`config.mk`:
```
export PLATFORM = sky130hd
export DESIGN_NAME = onewire_bit_engine
export DESIGN_NICKNAME = d
export VERILOG_FILES = /design/src/rtl/onewire_pkg.sv /design/src/rtl/onewire_slot_timer.sv /design/src/rtl/onewire_bit_engine.sv
export SDC_FILE = /design/constraint.sdc
export NUM_CORES = 1
export LEC_CHECK = 0
export ABC_AREA = 1
export BUFFER_PORTS_ARGS = -buffer_cell sky130_fd_sc_hd__buf_4
export CAP_MARGIN = 20
export CELL_PAD_IN_SITES_DETAIL_PLACEMENT = 0
export CELL_PAD_IN_SITES_GLOBAL_PLACEMENT = 1
export CORE_MARGIN = 2
export CORE_UTILIZATION = 36
export DETAILED_ROUTE_END_ITERATION = 8
export GPL_ROUTABILITY_DRIVEN = 0
export PLACE_DENSITY_LB_ADDON = 0.1
export RECOVER_POWER = 25
export SETUP_SLACK_MARGIN = 0.02
export SLEW_MARGIN = 25
export SYNTH_ARGS = -nofsm -noshare
export SYNTH_HDL_FRONTEND = slang
export SYNTH_HIERARCHICAL = 1
export SYNTH_SLANG_ARGS = --single-unit
```
`constraint.sdc`:
```
create_clock -name clk -period 2.7 [get_ports clk]
set_input_delay 0.405 -clock clk [delete_from_list [all_inputs] [get_ports clk]]
set_output_delay 0.405 -clock clk [all_outputs]
set_load 0.03 [all_outputs]
```
`src/rtl/onewire_pkg.sv`:
```
// ---------------------------------------------------------------------------
// onewire_pkg
//   Shared definitions for the 1-Wire time-slot engine.
//   - Standard-speed slot timing in microseconds (converted to clock cycles
//     by the engine using its CLK_MHZ parameter).
//   - Slot mode encoding: OW_READ = 0, OW_WRITE = 1.
//   - Engine state encoding: IDLE, SLOT, FINISH.
// ---------------------------------------------------------------------------
package onewire_pkg;

  // Standard-speed slot timing, in microseconds.
  localparam int unsigned T_SLOT_US_STD   = 70;  // full slot incl. recovery
  localparam int unsigned T_LOW_RD_US_STD = 6;   // read-slot pull-down
  localparam int unsigned T_SAMPLE_US_STD = 15;  // read sample point
  localparam int unsigned T_LOW_W1_US_STD = 6;   // write-1 pull-down
  localparam int unsigned T_LOW_W0_US_STD = 60;  // write-0 pull-down

  typedef enum logic {
    OW_READ  = 1'b0,
    OW_WRITE = 1'b1
  } ow_mode_e;

  typedef enum logic [1:0] {
    IDLE   = 2'd0,
    SLOT   = 2'd1,
    FINISH = 2'd2
  } ow_state_e;

  // Microseconds to clock cycles.
  function automatic int unsigned us_to_cycles(input int unsigned us,
                                               input int unsigned clk_mhz);
    return us * clk_mhz;
  endfunction

endpackage

```
`src/rtl/onewire_slot_timer.sv`:
```
// ---------------------------------------------------------------------------
// onewire_slot_timer
//   Slot counter for the 1-Wire engine. The engine supplies its next-cycle
//   view (will a slot be running, does a new slot begin, pull-down length and
//   whether reads are sampled), so drive_low and sample_pt come straight out
//   of flops and line up exactly with the slot counter value they describe.
//
// Ports
//   clk, rst        clock, synchronous active-high reset
//   active_d_i      a slot is running in the next cycle
//   restart_d_i     the next cycle is slot cycle 0
//   sample_en_d_i   the running slot is a read slot
//   low_len_d_i     pull-down length (cycles) of the slot in the next cycle
//   drive_low_o     registered bus pull-down request
//   sample_pt_o     registered one-cycle strobe at the sample offset
//   slot_end_o      current cycle is the last cycle of a slot
// ---------------------------------------------------------------------------
module onewire_slot_timer #(
  parameter int unsigned SLOT_C = 1890,
  parameter int unsigned SMP_C  = 405,
  parameter int unsigned CW     = $clog2(SLOT_C)
) (
  input  logic          clk,
  input  logic          rst,
  input  logic          active_d_i,
  input  logic          restart_d_i,
  input  logic          sample_en_d_i,
  input  logic [CW-1:0] low_len_d_i,
  output logic          drive_low_o,
  output logic          sample_pt_o,
  output logic          slot_end_o
);

  logic [CW-1:0] cnt_q, cnt_d;
  logic          drive_q;
  logic          sample_q;

  // Counter parks at zero whenever no slot is running.
  always_comb begin
    cnt_d = '0;
    if (active_d_i && !restart_d_i) begin
      cnt_d = cnt_q + 1'b1;
    end
  end

  always_ff @(posedge clk) begin
    if (rst) begin
      cnt_q    <= '0;
      drive_q  <= 1'b0;
      sample_q <= 1'b0;
    end else begin
      cnt_q    <= cnt_d;
      drive_q  <= active_d_i && (cnt_d < low_len_d_i);
      sample_q <= active_d_i && sample_en_d_i && (cnt_d == CW'(SMP_C));
    end
  end

  assign drive_low_o = drive_q;
  assign sample_pt_o = sample_q;
  assign slot_end_o  = (cnt_q == CW'(SLOT_C - 1));

endmodule

```
`src/rtl/onewire_bit_engine.sv`:
```
// ---------------------------------------------------------------------------
// onewire_bit_engine
//   1-Wire time-slot engine: runs 1..MAX_BITS read or write slots, LSB
//   first, back to back, under a start/busy/done handshake. It drives the
//   open-drain pull-down request and samples the (already synchronised) bus
//   itself, assembling read data into rdata.
//
//   Handshake: start is a one-cycle request honoured only in IDLE; mode,
//   nbits (clamped to MAX_BITS) and wdata are captured then. busy is high
//   for exactly nbits slot lengths starting the cycle after the accepted
//   start; done pulses for one cycle right after the last slot cycle. A zero
//   slot count yields a lone done pulse two cycles after start. Requests
//   outside IDLE are dropped, not queued.
//
// Ports
//   clk, rst     clock, synchronous active-high reset
//   start        one-cycle transfer request
//   mode         0 = read slots, 1 = write slots
//   nbits        number of slots
//   wdata        write data, bit 0 first
//   ow_in        synchronised bus level
//   drive_low    1 = pull the bus low
//   busy         transfer in progress
//   done         one-cycle completion pulse
//   rdata        read result, bit i from slot i
//   sample       one-cycle strobe at each read sample point
// ---------------------------------------------------------------------------
module onewire_bit_engine
  import onewire_pkg::*;
#(
  parameter int unsigned CLK_MHZ     = 27,
  parameter int unsigned MAX_BITS    = 64,
  parameter int unsigned T_SLOT_US   = T_SLOT_US_STD,
  parameter int unsigned T_LOW_RD_US = T_LOW_RD_US_STD,
  parameter int unsigned T_SAMPLE_US = T_SAMPLE_US_STD,
  parameter int unsigned T_LOW_W1_US = T_LOW_W1_US_STD,
  parameter int unsigned T_LOW_W0_US = T_LOW_W0_US_STD
) (
  input  logic                          clk,
  input  logic                          rst,
  input  logic                          start,
  input  logic                          mode,
  input  logic [$clog2(MAX_BITS+1)-1:0] nbits,
  input  logic [MAX_BITS-1:0]           wdata,
  input  logic                          ow_in,
  output logic                          drive_low,
  output logic                          busy,
  output logic                          done,
  output logic [MAX_BITS-1:0]           rdata,
  output logic                          sample
);

  localparam int unsigned NBW    = $clog2(MAX_BITS + 1);
  localparam int unsigned SLOT_C = us_to_cycles(T_SLOT_US,   CLK_MHZ);
  localparam int unsigned LRD_C  = us_to_cycles(T_LOW_RD_US, CLK_MHZ);
  localparam int unsigned SMP_C  = us_to_cycles(T_SAMPLE_US, CLK_MHZ);
  localparam int unsigned LW1_C  = us_to_cycles(T_LOW_W1_US, CLK_MHZ);
  localparam int unsigned LW0_C  = us_to_cycles(T_LOW_W0_US, CLK_MHZ);
  localparam int unsigned CW     = $clog2(SLOT_C);

  // The read pull-down must end before the sample point, which must fall
  // inside the slot; every pull-down must leave some recovery time (this
  // also keeps the pull-down lengths within the slot counter width).
  if (!((LRD_C < SMP_C) && (SMP_C < SLOT_C) &&
        (LW0_C < SLOT_C) && (LW1_C < SLOT_C))) begin : g_timing_bad
    $error("onewire_bit_engine: inconsistent slot timing parameters");
  end

  // -------------------------------------------------------------------------
  // Registers
  // -------------------------------------------------------------------------
  ow_state_e           state_q, state_d;
  ow_mode_e            mode_q, mode_d;
  logic [NBW-1:0]      nbits_q;
  logic [NBW-1:0]      bit_idx_q;
  logic [MAX_BITS-1:0] wsh_q, wsh_d;
  logic [MAX_BITS-1:0] rdata_q;
  logic                busy_q;
  logic                done_q;

  // Timer interface
  logic                restart_d;
  logic                active_d;
  logic [CW-1:0]       low_len_d;
  logic                slot_end;
  logic                sample_pt;
  logic                drive_low_t;

  logic [NBW-1:0]      nbits_cl;
  logic                last_slot;

  assign nbits_cl  = (nbits > NBW'(MAX_BITS)) ? NBW'(MAX_BITS) : nbits;
  assign last_slot = ((bit_idx_q + 1'b1) == nbits_q);

  // -------------------------------------------------------------------------
  // Next-state view. The timer registers its outputs from these so that
  // drive_low is already asserted in the first cycle of every slot.
  // -------------------------------------------------------------------------
  always_comb begin
    state_d   = state_q;
    mode_d    = mode_q;
    wsh_d     = wsh_q;
    restart_d = 1'b0;
    case (state_q)
      IDLE: begin
        if (start) begin
          mode_d    = ow_mode_e'(mode);
          wsh_d     = wdata;
          restart_d = 1'b1;
          state_d   = (nbits_cl == '0) ? FINISH : SLOT;
        end
      end
      SLOT: begin
        if (slot_end) begin
          restart_d = 1'b1;
          wsh_d     = wsh_q >> 1;
          if (last_slot) begin
            state_d = FINISH;
          end
        end
      end
      FINISH:  state_d = IDLE;
      default: state_d = IDLE;
    endcase
  end

  assign active_d  = (state_d == SLOT);
  // Bit 0 of the shift register is always the bit of the slot about to run.
  assign low_len_d = (mode_d == OW_READ) ? CW'(LRD_C) :
                     (wsh_d[0] ? CW'(LW1_C) : CW'(LW0_C));

  onewire_slot_timer #(
    .SLOT_C (SLOT_C),
    .SMP_C  (SMP_C),
    .CW     (CW)
  ) u_timer (
    .clk           (clk),
    .rst           (rst),
    .active_d_i    (active_d),
    .restart_d_i   (restart_d),
    .sample_en_d_i (mode_d == OW_READ),
    .low_len_d_i   (low_len_d),
    .drive_low_o   (drive_low_t),
    .sample_pt_o   (sample_pt),
    .slot_end_o    (slot_end)
  );

  // -------------------------------------------------------------------------
  // FSM and data registers
  // -------------------------------------------------------------------------
  always_ff @(posedge clk) begin
    if (rst) begin
      state_q   <= IDLE;
      mode_q    <= OW_READ;
      nbits_q   <= '0;
      bit_idx_q <= '0;
      wsh_q     <= '0;
      rdata_q   <= '0;
      busy_q    <= 1'b0;
      done_q    <= 1'b0;
    end else begin
      state_q <= state_d;
      mode_q  <= mode_d;
      wsh_q   <= wsh_d;
      done_q  <= 1'b0;
      case (state_q)
        IDLE: begin
          if (start) begin
            nbits_q   <= nbits_cl;
            bit_idx_q <= '0;
            rdata_q   <= '0;
            busy_q    <= (nbits_cl != '0);
          end
        end
        SLOT: begin
          // rdata was cleared at start and each bit is visited once, so
          // OR-ing the sampled level in is enough.
          if (sample_pt) begin
            rdata_q <= rdata_q | (MAX_BITS'(ow_in) << bit_idx_q);
          end
          if (slot_end) begin
            bit_idx_q <= bit_idx_q + 1'b1;
            if (last_slot) begin
              busy_q <= 1'b0;
              done_q <= 1'b1;
            end
          end
        end
        FINISH: begin
          // Coming from SLOT, done was raised on entry and is dropped here;
          // coming straight from IDLE (zero slots) it is raised here.
          done_q <= ~done_q;
        end
        default: ;
      endcase
    end
  end

  assign drive_low = drive_low_t;
  assign sample    = sample_pt;
  assign busy      = busy_q;
  assign done      = done_q;
  assign rdata     = rdata_q;

endmodule

```
After elaboration in Yosys (flattened, before gate mapping)
Index checks and enable logic that the tools add are counted.
{ "word_totals": {"reg_bits": 160, "in_bits": 76, "out_inout_bits": 68, "elab_cells": 73} }
{ "op_classes": {"addsub": 2, "magnitude_cmp": 2, "eq_ne": 10, "shift": 1, "mux": 30, "n_bitwise": 3, "n_reduce_logical": 13} }
{ "op_table": {"columns": ["cell", "n"], "rows": [
  ["$mux W64", 4],
  ["$pmux W64 S2", 2],
  ["$or A64 B64 Y64", 1],
  ["$shl A1 B7 Y64", 1],
  ["$mux W11", 3],
  ["$mux W7", 3],
  ["$pmux W7 S2", 1],
  ["$add A11 B1 Y11 const B", 1],
  ["$eq A11 B11 Y1 const B", 1],
  ["$eq A11 B9 Y1 const B", 1],
  ["$lt A11 B11 Y1", 1],
  ["$mux W1", 9],
  ["$mux W2", 4],
  ["$add A7 B1 Y7 const B", 1],
  ["$eq A7 B7 Y1", 1],
  ["$gt A7 B7 Y1 const B", 1],
  ["$logic_not A7 Y1", 1],
  ["$reduce_bool A7 Y1", 1],
  ["$ne A2 B2 Y1 const B", 3],
  ["$pmux W1 S2", 3],
  ["$reduce_and A3 Y1", 2],
  ["$eq A2 B1 Y1 const B", 2],
  ["$logic_and A1 B1 Y1", 4],
  ["$pmux W2 S2", 1],
  ["other kinds (8)", 9]
]} }

Logic depth before layout (Yosys ltp)
Gate-level depths: netlist (run 1).
{ "depth": {"depth_word": 11, "mapped_depth": 26, "mapped_depth_nobuf": 26} }

Hierarchy
Netlist (run 1), hierarchy kept.
{ "modules_own_cells": {"columns": ["mod", "instances", "cells_per_inst", "area_each_um2", "seq_area_each_um2"], "rows": [
  ["onewire_bit_engine", 1, 724, 5871.9, 2942.8],
  ["onewire_slot_timer", 1, 151, 1036.0, 260.2]
]} }

Worst setup path after synthesis (run 1)
Ideal clock, no wire load.
{ "synth_timing": {"path_type": "input -> register", "from": "input port nbits[4]", "to": "register u_timer.drive_q, in the netlist u_timer/drive_low_o", "setup_ns": 0.066, "arrival_ns": 2.724, "t_required_ns": 2.634, "slack_ns": -0.090, "cell_stages": 14, "path_buffers": 0, "path_cell_list": "or2_2 > o21ai_1 > nand2_1 > nand3_1 > o21a_1 > nand2_1 > a21oi_1 > inv_1 > nor2_8 > inv_2 > nor3_1 > ha_1 > a2111o_1 > a21oi_2"} }
{ "synth_via": {"elab_chain_cells": 11} }
{ "synth_rtl": {"columns": ["element", "line", "text"], "rows": [
  ["start: declaration", "onewire_bit_engine.sv:43", "input logic [$clog2(MAX_BITS+1)-1:0] nbits,"],
  ["$gt A7 B7 Y1", "onewire_bit_engine.sv:92", "assign nbits_cl = (nbits > NBW'(MAX_BITS)) ? NBW'(MAX_BITS) : nbits;"],
  ["$mux W7 (*)", "onewire_bit_engine.sv:92", null],
  ["$logic_not A7 Y1 (*)", "onewire_bit_engine.sv:110", "state_d = (nbits_cl == '0) ? FINISH : SLOT;"],
  ["$mux W2 (*)", "onewire_bit_engine.sv:110", null],
  ["$mux W2 (*)", "onewire_bit_engine.sv:106", "if (start) begin"],
  ["$pmux W2 S2 (*)", "onewire_bit_engine.sv:104", "case (state_q)"],
  ["$eq A2 B1 Y1 (*)", "onewire_bit_engine.sv:127", "assign active_d = (state_d == SLOT);"],
  ["named net active_d", "onewire_bit_engine.sv:83", "logic active_d;"],
  ["$logic_and A1 B1 Y1 (*)", "onewire_slot_timer.sv:41", "if (active_d_i && !restart_d_i) begin"],
  ["$mux W11 (*)", "onewire_slot_timer.sv:41", null],
  ["named net u_timer.cnt_d[10]", "onewire_slot_timer.sv:34", "logic [CW-1:0] cnt_q, cnt_d;"],
  ["$lt A11 B11 Y1 (*)", "onewire_slot_timer.sv:53", "drive_q <= active_d_i && (cnt_d < low_len_d_i);"],
  ["$logic_and A1 B1 Y1 (*)", "onewire_slot_timer.sv:53", null],
  ["end signal: assignment", "onewire_slot_timer.sv:53", null],
  ["end: declaration", "onewire_slot_timer.sv:35", "logic drive_q;"]
]} }
The timed path passes the listed nets; every way through them passes the cells marked *.
A chain may end at the register's enable or synchronous reset.

Worst setup path in the final report (run 1)
{ "layout_timing": {"from": "register bit_idx_q[1]", "to": "register u_timer.drive_q, in the netlist u_timer/drive_low_o"} }
{ "layout_via": {"elab_chain_cells": 10} }
{ "layout_rtl": {"columns": ["element", "line", "text"], "rows": [
  ["start: declaration", "onewire_bit_engine.sv:75", "logic [NBW-1:0] bit_idx_q;"],
  ["start signal: assignment", "onewire_bit_engine.sv:182", "bit_idx_q <= bit_idx_q + 1'b1;"],
  ["$add A7 B1 Y7", "onewire_bit_engine.sv:93", "assign last_slot = ((bit_idx_q + 1'b1) == nbits_q);"],
  ["$eq A7 B7 Y1", "onewire_bit_engine.sv:93", null],
  ["$mux W2", "onewire_bit_engine.sv:117", "if (last_slot) begin"],
  ["$mux W2", "onewire_bit_engine.sv:114", "if (slot_end) begin"],
  ["$pmux W2 S2", "onewire_bit_engine.sv:104", null],
  ["$eq A2 B1 Y1", "onewire_bit_engine.sv:127", null],
  ["named net active_d", "onewire_bit_engine.sv:83", null],
  ["$logic_and A1 B1 Y1", "onewire_slot_timer.sv:41", null],
  ["$mux W11", "onewire_slot_timer.sv:41", null],
  ["named net u_timer.cnt_d[10]", "onewire_slot_timer.sv:34", null],
  ["$lt A11 B11 Y1", "onewire_slot_timer.sv:53", null],
  ["$logic_and A1 B1 Y1", "onewire_slot_timer.sv:53", null]
]} }
The timed path passes the listed nets, and every way through them passes these cells.

==> run metrics, run 1 <==
Final HPWL DP=13100 um; CP arrival=3.05 ns; Die H=142.5 um; Power Dens Cells=605.6 nW/um^2; IR drop worst, VDD=0.4210 mV; initial antenna violation count=0; Yosys cell types=39; critical path startpoint category=flip-flop; dpl ws=-0.2781 ns; clock skew=0.01116 ns; # IOs=144; post-synthesis simple-gate area fraction=0.2230; Post-Route WL=19600 um; Row Count=50; final instance area=9170 um^2; FFs w/ async S/R, synth=0; number of synthesized flops with an enable pin=0; Final period util=0.9942; #FFs+latches synth=160; ant diodes=0; via/cell ratio=5.031; final worst slack=0.01562 ns; via count=6595; unrepaired setup endpoints after global routing=yes; Core ar.=18770 um^2; Finish-stage setup viols=0; FF-to-FF setup slack=0.02 ns; CTS Buf Count=17; WHS=0.2146 ns; Clock Pin Slew Worst Setup and Hold Paths=0.07 ns; port buffer count=143; WL/cell=14.95 um; layout cells sized above 1=0.2516; DRT iter0 DRCs=427; Compound-Gate Fraction of Synth Area=0.2094; crit path from=bit_idx_q[1]; mux cell area share after synthesis=0.001449; Root Driver=clkbuf_16; Mapped Cells=875; later-pin clock latency in the skew report=0.43 ns; Die ar.=20310 um^2; largest cells by area after synthesis=dfxtp_1 (46%), nor2_1 (10%), a221oi_1 (7.9%); Static Leak=3.730 nW; DP Area=8576 um^2; Initial Util=0.3681; Post-Syn Area per Cell=7.895 um^2; total gr overflow=0; WP data required=3.07 ns; DRC=0; outcome=complete, no violations; crit end category=flip-flop; H-tree depth=4; TritonRoute pass-1 iters=5; origin of the critical flop-to-flop path=bit_idx_q[1]; XOR/XNOR Fraction of Synth Area=0.003804; Worst-Margin Slew=0.7739 ns; CTS tree=built; Fin. Hold Viols=0; HP Class=primary input to flip-flop; Layout area overhead=32.75%; synthesized cell area=6908 um^2; vias in the first global route=6100; cts hold-fix bufs=0; capture point of the worst path=u_timer/drive_low_o; total power=5.553 mW; largest net degree at the start of global routing=72; leading area contributor after synthesis=dfxtp_1; Antenna Nets Post-Route=0; Synth Area in Adders=0.02898; R2R cell count=18; Max Slew Vio Count=0; FF-to-FF End=u_timer/drive_low_o; Rel. slew slack=0.4841; Peak Freq=372.5 MHz; chip width=142.5 um; top cell type's share of synthesized area=0.4637; clk sinks=160; # nets final=1156; first-pass GRT wire length=31340 um; Tmin final=2.684 ns; main combinational cell family by area after synthesis=simple AND/OR/NAND/NOR gates; ys flop type=dfxtp_1; Critical Path Fanout Max=7; Syn. warnings=6; Max Root-Sink Buffers=2; path type of the worst setup path=flip-flop to flip-flop; top-count cell post-synth=nor2_1; fin util=0.4886; Max-Cap Viols=0; post-synthesis sequential area ratio=0.4637; Post-synth top cells=nor2_1 (185), dfxtp_1 (160), a21oi_1 (84), nand2_1 (83), a221oi_1 (62); GR Util All Layers=0.1917
-- cells by family (layout without fill, tap and decap cells) --
| logic type | after synthesis | after routing |
|---|---|---|
| other | 1 | 3 |
| flip-flops | 160 | 160 |
| multiplexers | 1 | 1 |
| adder cells (fa/ha/maj) | 16 | 16 |
| buffers and inverters | 115 | 315 |
| XOR/XNOR | 3 | 3 |
| AO/OA/AOI/OAI | 231 | 231 |
| AND/OR/NAND/NOR | 348 | 348 |
-- power by group --
| group | internal (mW) | switching, mW |
|---|---|---|
| logic | 0.289 | 0.387 |
| clock network | 1.30 | 1.05 |
| registers | 2.48 | 0.0523 |
| total | 4.06 | 1.49 |
-- stage by stage --
step	instances	TNS, ns
finish	1311	0
global route	1311	-0.2097
CTS	1305	0
detailed placement	1266	-0.2781
global placement	1266	-0.2126
floorplan	877	0
-- what timing repair did --
action,4_1_cts,5_1_grt
gates resized for setup,16,21
setup endpoints to repair,1,61
buffers inserted,7,6
cloned,0,0
pin swaps,10,17
-- critical path: stages (launching register included) --
cell and delay (ns):
dfxtp_4 0.35, ha_4 0.17, nand2_4 0.09, nor2_4 0.04, buf_4 0.13, nand3_1 0.06
nand3_1 0.08, nand2_1 0.08, nor2_2 0.05, nand3_1 0.09, nand3_2 0.09, a21oi_2 0.14
inv_2 0.08, nor2_8 0.17, clkinv_4 0.11, nor3_4 0.15, ha_1 0.27, a2111o_1 0.38
a21oi_2 0.10
-- metal layers --
layer  up-vias  global-route usage  wire length, um
met1      3072              0.2868             9972
met5         -                   0                0
met4         0             0.04377              137
met3        13             0.03802              915
met2       138              0.2829             8570
li1       3372                   -                -
-- sequential cells by signal (all words and copies together) (netlist names) --
register	cells
wsh_q	64
rdata	64
u_timer/sample_pt_o	1
busy	1
done	1
u_timer/cnt_q	11
u_timer/drive_low_o	1
bit_idx_q	7
mode_q	1
nbits_q	7
state_q	2
-- worst min-delay path by stage --
stage,slack (ns),to,cells past startpoint,startpoint
after global placement,0.45,rdata[6],2,rdata[6]
after CTS,0.21,wsh_q[23],3,wdata[23]
final,0.21,wsh_q[49],3,wdata[49]
after global routing,0.21,wsh_q[52],3,wdata[52]
after floorplan,0.43,wsh_q[1],2,wsh_q[1]
after detailed placement,0.46,rdata[0],2,rdata[0]
-- layout make-up --
cell class / count / area, um^2
Multi-Input combinational cell: 602 / 3373
Clock buffer: 18 / 429.2
Inverter: 62 / 237.7
Timing Repair Buffer: 221 / 1485
Sequential cell: 160 / 3211
Clock inverter: 14 / 141.4
Fill cell: 1965 / 9598
Tap cell: 234 / 292.8
-- placed cells by master, fill, tap and decap left out, types with 3 or more instances in the layout --
master and instances:
nor2_1 183, buf_4 160, dfxtp_1 156, a21oi_1 82, nand2_1 71, a221oi_1 62, o21ai_0 58, clkbuf_1 57
inv_1 49, nand3_1 23, clkbuf_16 17, nand2_2 16, nor3_1 15, ha_1 14, inv_2 11, nor2_2 9
o21ai_1 8, nand3_2 7, nand4_1 6, inv_6 6, o21ai_2 5, nor3_4 5, a22oi_1 4, a211oi_1 4
nor2_4 3, a21oi_2 3, dfxtp_2 3, clkinvlp_4 3, buf_6 3, conb_1 3
No activity file was read; power rests on OpenSTA's default activity.
==> run 2, diff against run 1 <==
--- a/config.mk
+++ b/config.mk
@@ -5,13 +5,12 @@
 export SDC_FILE = /design/constraint.sdc
 export NUM_CORES = 1
 export LEC_CHECK = 0
-export ABC_AREA = 1
 export BUFFER_PORTS_ARGS = -buffer_cell sky130_fd_sc_hd__buf_4
 export CAP_MARGIN = 20
 export CELL_PAD_IN_SITES_DETAIL_PLACEMENT = 0
 export CELL_PAD_IN_SITES_GLOBAL_PLACEMENT = 1
 export CORE_MARGIN = 2
-export CORE_UTILIZATION = 36
+export CORE_UTILIZATION = 37
 export DETAILED_ROUTE_END_ITERATION = 8
 export GPL_ROUTABILITY_DRIVEN = 0
 export PLACE_DENSITY_LB_ADDON = 0.1
==> run metrics, run 2 <==
Min-Delay Path Depth=3 (unchanged); synthesized cell area=7038 um^2 (+1.9%); Syn. warnings=6 (unchanged); setup_tns=-0.3307 ns (-0.3307 ns); R2R cell count=15 (-3); Die H=141.9 um (-0.42%); top cell type's share of synthesized area=0.4551 (-0.008573); clock share of power=0.419 (-0.004); cts hold-fix bufs=0 (unchanged); Root Driver=clkbuf_16; placed insts=1184 (-6.5%); Static Leak=3.693 nW (-1.0%); GR Util All Layers=0.2004 (+0.008660); Rel. slew slack=0.4269 (-0.05719); crit end category=flip-flop; Tmin final=3.020 ns (+0.3356 ns); Yosys cell types=58 (+49%); Max Root-Sink Buffers=2 (unchanged); ant diodes=0 (unchanged); failing checks=setup timing; layout cells sized above 1=0.2791 (+0.02749); Fin. Hold Viols=0 (unchanged); via/cell ratio=5.485 (+9.0%); ys flop type=dfxtp_1; first-pass GRT wire length=32530 um (+3.8%); Finish-stage setup viols=2 (+2); post-synthesis sequential area ratio=0.4551 (-0.008573); FFs w/ async S/R, synth=0 (unchanged); Post-Route WL=21180 um (+8.1%); Final HPWL DP=13600 um (+3.8%); number of synthesized flops with an enable pin=0 (unchanged); chip width=141.9 um (-0.42%); clk sinks=160 (unchanged); Reg power frac=0.435 (-0.020); clock skew=0.01471 ns (+0.003553 ns); Max Slew Vio Count=0 (unchanged); initial antenna violation count=0 (unchanged); top-count cell post-synth=nor2_1; Power Dens Cells=618.7 nW/um^2 (+2.2%); unrepaired setup endpoints after global routing=yes; total gr overflow=0 (unchanged); via count=6746 (+2.3%); Peak Freq=331.1 MHz (-11%); HP Class=primary input to flip-flop; Internal=4.219 mW (+3.8%); Mapped Cells=799 (-8.7%); Post-synth top cells=nor2_1 (162), dfxtp_1 (160), nor3_1 (78), a31oi_1 (73), a221oi_1 (37); Final period util=1.119 (+0.1243); Antenna Nets Post-Route=0 (unchanged); Post-Syn Area per Cell=8.809 um^2 (+12%); CP arrival=3.37 ns (+0.32 ns); later-pin clock latency in the skew report=0.43 ns (about the same); vias in the first global route=6485 (+6.3%); Sw Ratio=0.2799 (+0.01157); WP data required=3.05 ns (-0.02 ns); H-tree depth=4 (unchanged); Core ar.=18710 um^2 (-0.33%); critical path startpoint category=flip-flop; Worst-Margin Slew=0.8565 ns (+0.08263 ns); Layout area overhead=34.54%; Initial Util=0.3763 (+0.008188); Final Non-Filler Cells=1230 (-6.2%); final worst slack=-0.3200 ns (-0.3356 ns); WL/cell=17.22 um (+15%); #FFs+latches synth=160 (unchanged); Net Sw Power=1.640 mW (+10%); Critical Path Fanout Max=5 (-2); combinational share of power=0.146 (+0.024); CTS tree=built; path type of the worst setup path=flip-flop to flip-flop; port buffer count=143 (unchanged); largest net degree at the start of global routing=68 (-5.6%); TritonRoute pass-1 iters=5 (unchanged); Max-Cap Viols=0 (unchanged); dpl ws=-0.4962 ns (-0.2181 ns); # nets final=1075 (-7.0%); DRC=0 (unchanged); CTS Buf Count=17 (unchanged); largest cells by area after synthesis=dfxtp_1 (46%), nor2_1 (8.6%), a31oi_1 (6.5%); DRT iter0 DRCs=355 (-17%); leading area contributor after synthesis=dfxtp_1; Row Count=50 (unchanged); outcome=finished with violations; most frequent cells in the layout=buf_4 (167), nor2_1 (159), dfxtp_1 (157); Die ar.=20140 um^2 (-0.84%); Clock Pin Slew Worst Setup and Hold Paths=0.07 ns (about the same); # IOs=144 (unchanged); IR drop worst, VDD=0.3951 mV (-6.2%); leading cell type in the layout, fill and taps excluded=buf_4
[run 2: through the flow]
stage | cell area (um^2) | power (mW) | utilization | hold slack (ns)
finish | 9469 | 5.859 | 0.5062 | 0.2716
global route | 9469 | 6.118 | 0.5062 | 0.2747
CTS | 9487 | 5.847 | 0.5072 | 0.2483
detailed placement | 8758 | 3.346 | 0.4682 | 0.4563
global placement | 8756 | 3.318 | 0.4681 | 0.4479
floorplan | 7108 | 3.083 | - | 0.4478
[run 2: worst max-delay path: stages (launching register included)]
cell and delay, ns:
dfxtp_2 0.32, inv_2 0.07, ha_4 0.14, nand3_4 0.07, nor4_4 0.28, nor2b_2 0.08, or3_4 0.33, a222oi_1 0.25
buf_4 0.19, nor2b_4 0.21, inv_2 0.06, ha_4 0.21, and4_1 0.18, a311oi_2 0.27, o221ai_1 0.14, a31oi_1 0.14
[run 2: power groups by stage]
stage	clock [mW]	combinational (mW)	sequential, mW
after CTS	2.53	0.770	2.55
final	2.45	0.853	2.55
after global routing	2.62	0.940	2.56
after floorplan	0	0.489	2.59
after global placement	0	0.720	2.60
after detailed placement	0	0.744	2.60
[run 2: path summary, 6_finish.rpt]
check                   startpoint             endpoint  slack, ns
hold reg to reg          rdata[21]            rdata[21]       0.47
setup / recovery  u_timer/cnt_q[1]  u_timer/drive_low_o      -0.32
hold / removal           wdata[49]            wsh_q[49]       0.27
setup reg to reg  u_timer/cnt_q[1]  u_timer/drive_low_o      -0.32
[run 2: layer usage]
layer | global-route usage | routed length, um | vias to the layer above
met5 | 0 | 0 | -
met4 | 0.05895 | 269 | 0
met3 | 0.04151 | 1027 | 16
met2 | 0.3564 | 10370 | 172
met1 | 0.2443 | 9516 | 3243
li1 | - | - | 3315
[run 2: logic make-up after synthesis]
logic type | synth area share
flops | 0.4551
mux | 0.002845
simple gates | 0.2164
xor+xnor | 0.01991
fa+ha+maj | 0.02844
compound gates | 0.2206
other cells | 0.0005328
buf+inv | 0.05618
[run 2: repair_timing]
| item | 4_1_cts | 5_1_grt |
|---|---|---|
| gates cloned | 0 | 6 |
| endpoints found under the setup margin | 2 | 68 |
| setup buffers | 11 | 3 |
| resized for setup | 11 | 18 |
| pin swaps | 41 | 13 |
[run 2: final cells by class]
cell class	instances	area, um^2
fill	1772	9236
multi-input combinational	553	3637
sequential	160	3209
timing repair buffer	235	1665
clock buffer	18	439.2
tap	234	292.8
clock inverter	14	165.2
inverter	16	60.06
